## src/rtl/serial_adder_ctrl.sv

```systemverilog
// Bit-serial adder controller: one shared 1-bit adder cell sequenced LSB first over WIDTH cycles.
// Optional subtract mode is enabled by defining SERIAL_ADDER_SUB_EN (adds a Sub port).

module serial_adder_ctrl_ha (
  input  logic a,
  input  logic b,
  output logic s,
  output logic c
);
  assign s = a ^ b;
  assign c = a & b;
endmodule

module serial_adder_ctrl #(
  parameter int WIDTH = 8
) (
  input  logic             CLK,
  input  logic             RST,
  input  logic             Start,
  input  logic [WIDTH-1:0] A,
  input  logic [WIDTH-1:0] B,
  input  logic             Cin,
`ifdef SERIAL_ADDER_SUB_EN
  input  logic             Sub,
`endif
  output logic             Busy,
  output logic             Done,
  output logic [WIDTH-1:0] Sum,
  output logic             Cout
);

  localparam int CW = $clog2(WIDTH + 1);
  localparam logic [CW-1:0] LAST = CW'(WIDTH - 1);

  typedef enum logic [1:0] {IDLE, RUN, DONE} state_t;

  state_t           state, state_next;
  logic [WIDTH-1:0] op_a, op_b, psum;
  logic             carry;
  logic [CW-1:0]    count;

  logic             accept, last;
  logic             ha1_s, ha1_c, bit_s, ha2_c, bit_c;
  logic [WIDTH:0]   psum_ext;
  logic [WIDTH-1:0] b_load;
  logic             c_load;

  serial_adder_ctrl_ha ha1 (.a(op_a[0]), .b(op_b[0]), .s(ha1_s), .c(ha1_c));
  serial_adder_ctrl_ha ha2 (.a(ha1_s),   .b(carry),   .s(bit_s), .c(ha2_c));
  assign bit_c = ha1_c | ha2_c;

  // Shift via a WIDTH+1 concatenation so WIDTH=1 needs no special case.
  assign psum_ext = {bit_s, psum};

`ifdef SERIAL_ADDER_SUB_EN
  assign b_load = Sub ? ~B : B;
  assign c_load = Sub ? 1'b1 : Cin;
`else
  assign b_load = B;
  assign c_load = Cin;
`endif

  assign accept = Start && (state == IDLE || state == DONE);
  assign last   = (count == LAST);
  assign Busy   = (state == RUN);
  assign Done   = (state == DONE);

  always_comb begin
    state_next = state;
    case (state)
      IDLE:    if (Start) state_next = RUN;
      RUN:     if (last)  state_next = DONE;
      DONE:    state_next = Start ? RUN : IDLE;
      default: state_next = IDLE;
    endcase
  end

  always_ff @(posedge CLK) begin
    if (RST) state <= IDLE;
    else     state <= state_next;
  end

  always_ff @(posedge CLK) begin
    if (RST) begin
      op_a  <= '0;
      op_b  <= '0;
      psum  <= '0;
      carry <= 1'b0;
      count <= '0;
      Sum   <= '0;
      Cout  <= 1'b0;
    end else if (accept) begin
      op_a  <= A;
      op_b  <= b_load;
      psum  <= '0;
      carry <= c_load;
      count <= '0;
    end else if (state == RUN) begin
      op_a  <= op_a >> 1;
      op_b  <= op_b >> 1;
      psum  <= psum_ext[WIDTH:1];
      carry <= bit_c;
      count <= count + CW'(1);
      if (last) begin
        Sum  <= psum_ext[WIDTH:1];
        Cout <= bit_c;
      end
    end
  end

endmodule

```

## config.mk

```make
export PLATFORM = sky130hd
export DESIGN_NAME = serial_adder_ctrl
export DESIGN_NICKNAME = d
export VERILOG_FILES = /design/src/rtl/serial_adder_ctrl.sv
export SDC_FILE = /design/constraint.sdc
export NUM_CORES = 1
export LEC_CHECK = 0
export ABC_AREA = 1
export CORE_UTILIZATION = 46
export DETAILED_ROUTE_END_ITERATION = 8
export GPL_ROUTABILITY_DRIVEN = 0
export GPL_TIMING_DRIVEN = 0
export PLACE_DENSITY = 0.73
export SLEW_MARGIN = 5
export SYNTH_ARGS = -nofsm -noshare
export SYNTH_HDL_FRONTEND = slang
export SYNTH_SLANG_ARGS = --single-unit
```

## constraint.sdc

```tcl
create_clock -name CLK -period 1.3 [get_ports CLK]
set_clock_uncertainty 0.05 [all_clocks]
set_input_delay 0.325 -clock CLK [delete_from_list [all_inputs] [get_ports CLK]]
set_output_delay 0.325 -clock CLK [all_outputs]
set_load 0.02 [all_outputs]
```

---- Yosys cells after proc, flatten, opt, wreduce, memory -nomap -nowiden ----
Index checks and enable logic that the tools add are counted.
word-level totals
  bits in registers ....................... 40
  output and inout bits ................... 11
  input port bits ......................... 20
  word-level logic and storage cells ...... 37
cells by class
  equal/unequal tests ..................... 5
  multiplexer cells ....................... 10
  reduce and logical (&&, ||, !) cells .... 7
  $add $sub $neg .......................... 1
  bitwise logic cells ..................... 6
operators with widths
  cell                 number
  $mux 8               4
  $pmux 2 s3           1
  $add 4x1->4 const B  1
  $eq 4x3->1 const B   1
  $mux 2               2
  $mux 1               3
  $reduce_and 3->1     1
  $and 1x1->1          2
  $eq 2x1->1 const B   1
  $eq 2x2->1 const B   1
  $logic_not 2->1      1
  $ne 2x1->1 const B   1
  $ne 2x2->1 const B   1
  $reduce_and 2->1     1
  $reduce_bool 2->1    1
  $reduce_or 2->1      1
  $xor 1x1->1          2
  $logic_and 1x1->1    1
  $logic_or 1x1->1     1
  $not 1->1            1
  $or 1x1->1           1

---- Depth between registers and ports, before layout ----
Gate-level depths: netlist of the first run.
  depth after elaboration ................. 5
  depth in mapped cells ................... 8
  mapped depth without buffers ............ 7

---- By module ----
Synthesis of the first run repeated with hierarchy kept, for this count alone.
second synthesis, totals
  cells, all modules ...................... 263
  area total of the unflattened synthesis .. 1,834.3 sq um
by module, submodules not included
  module                cells an instance  area an instance (sq um)  times used  seq. area each (sq um)
  serial_adder_ctrl     261                1,809.2                   1           780.7
  serial_adder_ctrl_ha  1                  12.5                      2           0.0

---- Least setup slack after synthesis of the first run ----
No wires, ideal clock.
  path kind ............................... reg2reg
  from .................................... register count[0]
  to ...................................... register Sum[6]
  required time ........................... 1,191 ps
  buffers on the path ..................... 0
  setup time .............................. 59 ps
  setup slack ............................. 93 ps
  data arrival time ....................... 1,098 ps
  stages on the path, launching flop included .. 8
  period minus slack after synthesis ...... 1,207 ps
  cells stage by stage .................... dfxtp_1 ha_1 nand2_1 nor2_1 nand2_2 nor2_2 nand2_1 nand2_1
between the ends
  longest elaborated chain between the ends .. 2
RTL lines
  what                        RTL line  text
  start: declaration          40        logic [CW-1:0] count;
  start signal: assignment    103       count <= count + CW'(1);
  $eq 4x3->1                  64        assign last = (count == LAST);
  $reduce_and 3->1 (no line)  --
  end signal: assignment      105       Sum <= psum_ext[WIDTH:1];
  end: declaration            28        output logic [WIDTH-1:0] Sum,
No other way between the ends.
A chain may end at the register's enable or synchronous reset.

---- Final worst setup path of the first run ----
  from .................................... register state[0]
  to ...................................... output port Busy
between the ends
  longest elaborated chain between the ends .. 1
RTL lines
  what                      RTL line  text
  start: declaration        37        state_t state, state_next;
  start signal: assignment  80        else state <= state_next;
  $eq 2x1->1                65        assign Busy = (state == RUN);
  end: declaration          26        output logic Busy,
No other way between the ends.

==> results of run 1 <==
-- placed cells by master (no fill, tap or decap), types with 2 or more instances in the layout --
master           synthesis  layout
nor2_1                  29      27
buf_6                    1       2
buf_8                    0       3
dfxtp_1                 39      35
a21oi_1                 21      21
nand2_1                 72      70
inv_4                    1       2
dfxtp_4                  0       3
clkbuf_2                 0       5
clkbuf_1                 1       2
o21ai_0                 12       6
clkdlybuf4s50_1          0      17
buf_4                    1      11
nor2_4                   1       6
buf_2                    7       4
inv_1                   37      36
clkdlybuf4s15_2          0       2
clkbuf_16                0       2
o21ai_1                  0       5
nand3_1                 23      22
clkbuf_8                 0       7
nand2_4                  0       5
-- critical path: cells and delay by family (launching register included) --
| kind | cells | cell delay, ns |
|---|---|---|
| and+or+nand+nor | 1 | 0.11 |
| DFF | 1 | 0.38 |
| buffers and inverters | 3 | 0.27 |
-- synthesized netlist by cell type (2+ instances only) --
cell     number
nor2_1       29
nor2_2        4
o21ai_0      12
a21oi_1      21
inv_1        37
nand2_1      72
nand3_1      23
dfxtp_1      39
buf_2         7
inv_2         2
nand2_2       3
-- metal layers --
layer	global-route usage, %	part of all wire, %
met3	4.891	5.7
met4	8.523	1.3
met1	30.53	45
met2	34.84	48
met5	0	0
-- power groups by stage --
stage | Sequential, mW | Clock [mW] | Combinational [mW]
finish | 1.29 | 0.912 | 0.461
global route | 1.30 | 0.951 | 0.514
CTS | 1.29 | 0.908 | 0.393
detailed placement | 1.32 | 0 | 0.351
global placement | 1.31 | 0 | 0.347
floorplan | 1.31 | 0 | 0.234
-- cell families after synthesis --
kind of cell | count (synthesis)
DFF | 39
AOI/OAI and AO/OA | 33
and+or+nand+nor | 133
buffers and inverters | 50
adders and majority gates | 2
-- area by class of cell --
cell class | count | area, sq um | share of cell area (%)
Multi-Input combinational cell | 168 | 840.8 | 34.78
Sequential cell | 39 | 793.3 | 32.82
Timing Repair Buffer | 40 | 372.9 | 15.42
Inverter | 40 | 160.2 | 6.625
Clock buffer | 8 | 100.1 | 4.141
Buffer | 9 | 85.08 | 3.520
Tap cell | 46 | 57.56 | 2.381
Timing Repair inverter | 1 | 7.507 | 0.3106
-- final timing paths --
path	from	to	slack [ns]	cells past startpoint
worst max-delay path	state[0]$_SDFFE_PP0P_	Busy	-0.13	4
worst min-delay path	RST	op_a[2]$_SDFFE_PP0P_	0.31	2
worst max register to register	state[0]$_SDFFE_PP0P_	carry$_SDFFE_PP0P_	-0.02	9
worst min register to register	psum[4]$_SDFFE_PP0N_	psum[4]$_SDFFE_PP0N_	0.42	2
-- through the flow --
stage               TNS, ns  instance area [sq um]  setup WS [ns]  std cells
detailed placement   -11.60                   2091        -0.5634        332
global route        -0.4191                   2417        -0.1487        351
CTS                 -0.2203                   2295        -0.1630        345
finish              -0.2743                   2417        -0.1335        351
global placement     -11.23                   2091        -0.5491        332
floorplan                 0                   1743        0.09282        257
-- state kept, by name (all words and copies together), names as in the netlist --
name	cells
Cout	1
Sum	8
op_a	8
carry	1
state	2
psum	7
count	4
op_b	8
-- timing repair --
item	in CTS	in global routing
pin swaps	3	6
cloned	0	3
endpoints found under the hold margin	0	0
hold buffers	0	0
setup buffers	5	4
endpoints found under the setup margin	41	41
resized for setup	57	33
==> results.py, run 1 <==
metrics = {
    "outcome": {
        "status": "complete, but fails checks",
        "violations": "negative setup slack",
    },
    "route": {
        "wl_um": 4318,
        "drtIter0Drc": 137,
        "drcViolationCount": 0,
        "wire_per_inst_um": 12.30,
        "vias": 1702,
        "antenna_left": 0,
        "first_pass_iters": 4,
        "viasPerCell": 4.849,
    },
    "synthesis": {
        "yosys_warnings": 0,
        "ys_seq_elements": 39,
        "yosysSeqAreaShare_pct": 44.80,
        "syn_area_sq_um": 1743,
        "post_synth.cell_area_avg_sq_um": 6.782,
        "synth_top_area_share_pct": 44.80,
        "synth.area.top_cells": "dfxtp_1 45%, nand2_1 16%, inv_1 8.0%",
        "syn_nets": 279,
        "synth.distinct_cells": 19,
        "synth.mux.area_fraction_pct": 0,
        "synth_adder_area_share_pct": 1.866,
        "synthSimpleGateAreaFrac_pct": 31.80,
        "synth-compound-area-share_pct": 9.476,
        "synth_top_cell_by_area": "dfxtp_1",
        "netlist_instances": 257,
        "synth_top_family_by_area": "simple AND/OR/NAND/NOR gates",
        "ys.flop_type": "dfxtp_1",
        "synthXorXnorAreaFrac_pct": 0,
        "synth-edff-count": 0,
        "postSynth.asyncResetShare_pct": 0,
    },
    "timing": {
        "fin_ws_ns": -0.1335,
        "finalHoldWorstSlack_ns": 0.3135,
        "tightest_slew_ns": 0.4859,
        "drv_slew": 0,
        "fin_crit_ns": 1.433,
        "min_period_over_period_pct": 110.3,
        "finalHoldViolCount": 0,
        "max_freq_mhz": 697.6,
        "rsz0062_at_grt": "true",
        "maxSlewHeadroom_pct": 67.61,
        "setup_viol": 3,
    },
    "floorplanning": {
        "die_x_um": 63.56,
        "floorplan.initialDensity_pct": 50.25,
        "die_h_um": 63.56,
        "placementRows": 21,
        "ios": 31,
        "fp.coreArea_sq_um": 3468,
        "fp.dieArea_sq_um": 4039,
    },
    "critical_path": {
        "arrival_ns": 1.06,
        "worstSetupStartpointType": "flip-flop",
        "crit_type": "flip-flop to output port",
        "worstPathRequired_ns": 0.93,
        "worstPathCellList": "clkinv_4 -> nor2_4 -> buf_6 -> buf_6",
        "crit_top_cell": "buf_6",
        "cp_max_fo": 3,
        "slowest_delay_ns": 0.38,
        "endpoint_kind": "output port",
        "cp_slowest_cell": "dfxtp_4",
    },
    "final_layout": {
        "fin_nets": 326,
        "fillers": 305,
        "area_growth_pct": 38.69,
        "antenna_cells": 0,
        "finish.utilization_pct": 69.70,
        "drive_gt1_share_pct": 20.00,
    },
    "pwr": {
        "ir_drop_mv": 0.9621,
        "total_power_mw": 2.665,
        "power.density_nw_per_um2": 1102,
        "power.share.sequential_pct": 48.5,
        "swShare_pct": 26.63,
        "p_clk_share_pct": 34.2,
        "cellLeakagePower_nw": 1.106,
        "p_int_mw": 1.955,
        "comb_power_share_pct": 17.3,
        "p_switching_uw": 709.7,
    },
    "global_route": {
        "grt_pass1_vias": 1526,
        "grt_use_total_pct": 22.57,
        "grt_first_pass_wirelength_um": 7051,
        "gr-total-overflow": 0,
        "grt_max_degree": 12,
        "antenna_found_initial": 0,
    },
    "clock_network": {
        "cts_tree": "built",
        "insertion_delay_ns": 0.30,
        "clock-root-buffer": "clkbuf_8",
        "cts_buffer_depth": 2,
        "clkSlewWorstSetupHoldPaths_ns": 0.08,
        "cts.sinks": 39,
        "numCtsBuffers": 5,
        "htreeDepth": 2,
    },
    "hold_path": {
        "hp-class": "input pin to flip-flop",
    },
    "placed_design": {
        "dp_hpwl_um": 2605,
        "port_buffers": 29,
    },
    "job": {
        "max_cap_viol_count": 0,
    },
}
Note: power is estimated with default switching activity, not from simulation.
==> run 2: changes to the inputs <==
--- a/config.mk
+++ b/config.mk
@@ -7,6 +7,7 @@
 export LEC_CHECK = 0
 export ABC_AREA = 1
 export CORE_UTILIZATION = 46
+export CTS_CLUSTER_DIAMETER = 50
 export DETAILED_ROUTE_END_ITERATION = 8
 export GPL_ROUTABILITY_DRIVEN = 0
 export GPL_TIMING_DRIVEN = 0
==> results of run 2 <==
The final DEF is identical to that of run 1; final timing and power are the same.
==> run 3: changes to the inputs <==
--- a/config.mk
+++ b/config.mk
@@ -6,12 +6,12 @@
 export NUM_CORES = 1
 export LEC_CHECK = 0
 export ABC_AREA = 1
-export CORE_UTILIZATION = 46
+export CORE_UTILIZATION = 55
 export CTS_CLUSTER_DIAMETER = 50
 export DETAILED_ROUTE_END_ITERATION = 8
 export GPL_ROUTABILITY_DRIVEN = 0
 export GPL_TIMING_DRIVEN = 0
-export PLACE_DENSITY = 0.73
+export PLACE_DENSITY = 0.82
 export SLEW_MARGIN = 5
 export SYNTH_ARGS = -nofsm -noshare
 export SYNTH_HDL_FRONTEND = slang
==> constraint.sdc (replaced) <==
create_clock -name CLK -period 1.8 [get_ports CLK]
set_clock_uncertainty 0.05 [all_clocks]
set_input_delay 0.45 -clock CLK [delete_from_list [all_inputs] [get_ports CLK]]
set_output_delay 0.45 -clock CLK [all_outputs]
set_load 0.1 [all_outputs]
==> run 3 against run 2 <==
Compared with the run above: combinational power fell by 35%; non-clock buffer count fell by 4; the flow now finishes without violations; critical path type unchanged; register-to-register slack improved by 0.26 ns; largest power group unchanged; clock power fell by 21%; worst hold slack improved by 0.022 ns; sequential share of layout area rose by 1.8 points.
==> results.py, run 3 (same netlist as run 1, synthesis figures left out) <==
metrics = {
    "route": {
        "drcViolationCount": 0,
        "antenna_left": 0,
        "viasPerCell": 4.794,
        "wl_um": 3947,
        "wire_per_inst_um": 11.47,
        "drtIter0Drc": 91,
        "first_pass_iters": 4,
        "vias": 1649,
    },
    "pwr": {
        "total_power_mw": 1.955,
        "cellLeakagePower_nw": 1.031,
        "ir_drop_mv": 0.7882,
        "power.density_nw_per_um2": 866.1,
    },
    "global_route": {
        "grt_use_total_pct": 25.19,
        "grt_first_pass_wirelength_um": 6492,
        "antenna_found_initial": 0,
        "grt_pass1_vias": 1559,
        "gr-total-overflow": 0,
        "grt_max_degree": 13,
    },
    "timing": {
        "setup_tns_ns": 0,
        "max_freq_mhz": 560.6,
        "setup_viol": 0,
        "finalHoldViolCount": 0,
        "min_period_over_period_pct": 99.11,
        "maxSlewHeadroom_pct": 64.17,
        "tightest_slew_ns": 0.5400,
        "rsz0062_at_grt": "true",
        "fin_ws_ns": 0.01604,
        "fin_crit_ns": 1.784,
        "drv_slew": 0,
        "finalHoldWorstSlack_ns": 0.3351,
    },
    "job": {
        "max_cap_viol_count": 0,
    },
    "final_layout": {
        "finish.utilization_pct": 74.55,
        "antenna_cells": 0,
        "final_common_cell": "nand2_1",
        "area_growth_pct": 29.50,
        "mostFrequentLayoutCells": "72 x nand2_1, 38 x dfxtp_1, 37 x inv_1, 28 x nor2_1, 23 x nand3_1",
        "top_regs": "Sum: 8 flops, op_a: 8 flops, op_b: 8 flops",
        "final_cells": 344,
        "fin_nets": 321,
        "drive_gt1_share_pct": 15.33,
        "design_area_sq_um": 2257,
    },
    "placed_design": {
        "port_buffers": 29,
        "dp_cells": 330,
        "placed_area_sq_um": 2091,
        "place_ws_ns": -0.7052,
        "dp_hpwl_um": 2662,
    },
    "clock_network": {
        "numCtsBuffers": 5,
        "cts_buffer_depth": 2,
        "clkSlewWorstSetupHoldPaths_ns": 0.12,
        "htreeDepth": 2,
        "cts.sinks": 39,
        "insertion_delay_ns": 0.35,
        "clock-root-buffer": "clkbuf_4",
        "cts_tree": "built",
        "postCtsHoldBufs": 0,
    },
    "critical_path": {
        "crit_type": "flip-flop to output port",
        "cp_max_fo": 5,
        "worstPathRequired_ns": 1.30,
        "r2r_cells": 7,
        "arrival_ns": 1.28,
        "worstSetupStartpointType": "flip-flop",
        "endpoint_kind": "output port",
    },
    "floorplanning": {
        "placementRows": 20,
        "floorplan.initialDensity_pct": 57.56,
        "ios": 31,
        "die_x_um": 58.30,
        "die_h_um": 58.30,
        "fp.dieArea_sq_um": 3398,
        "fp.coreArea_sq_um": 3028,
    },
    "outcome": {
        "status": "finished, final reports clean",
    },
    "hold_path": {
        "hold_depth": 2,
        "hp-class": "input pin to flip-flop",
    },
}
## run 3: what timing repair did
| action | in CTS | in global routing |
|---|---|---|
| endpoints found under the setup margin | 11 | 10 |
| hold endpoints to repair | 0 | 0 |
| pin swaps | 0 | 1 |
| gates resized for setup | 46 | 17 |
| buffers inserted | 0 | 6 |
## run 3: area by class of cell
class                   count  area (sq um)
clock buffers               6         41.29
well taps                  44         55.05
flip-flops and latches     39         782.0
plain buffers              10         67.56
inverters                  40         155.1
clock inverters             2         60.06
fillers                   257         770.7
multi-input cells         168         759.5
repair buffers             35         336.6
## run 3: layer usage
layer	part of all wire [%]	track usage, %	wire [um]	vias up
met3	3.1	4.835	121	6
li1	-	-	-	869
met1	47	30.52	1861	745
met2	49	43.84	1931	29
met4	0.84	10.54	33	0
met5	0	0	0	-
## run 3: power breakdown
part	internal, mW	switching [mW]	total (mW)
registers	0.907	0.0255	0.933
clock network	0.433	0.291	0.724
logic	0.130	0.167	0.298
total	1.47	0.484	1.95
## run 3: path summary, 6_finish.rpt
kind                                            start  slack [ns]                   end
worst max-delay path            state[0]$_SDFFE_PP0P_        0.02                  Busy
worst min-delay path                              RST        0.34  op_a[2]$_SDFFE_PP0P_
worst min register to register    Sum[2]$_SDFFE_PP0P_        0.42   Sum[2]$_SDFFE_PP0P_
worst max register to register  state[0]$_SDFFE_PP0P_        0.24  psum[6]$_SDFFE_PP0N_
## run 3: critical path, cell delays in order, from the launching register on
cell and delay, ns:
dfxtp_2 0.35, buf_8 0.11, inv_6 0.04, nor2_4 0.13, buf_6 0.13, buf_12 0.16
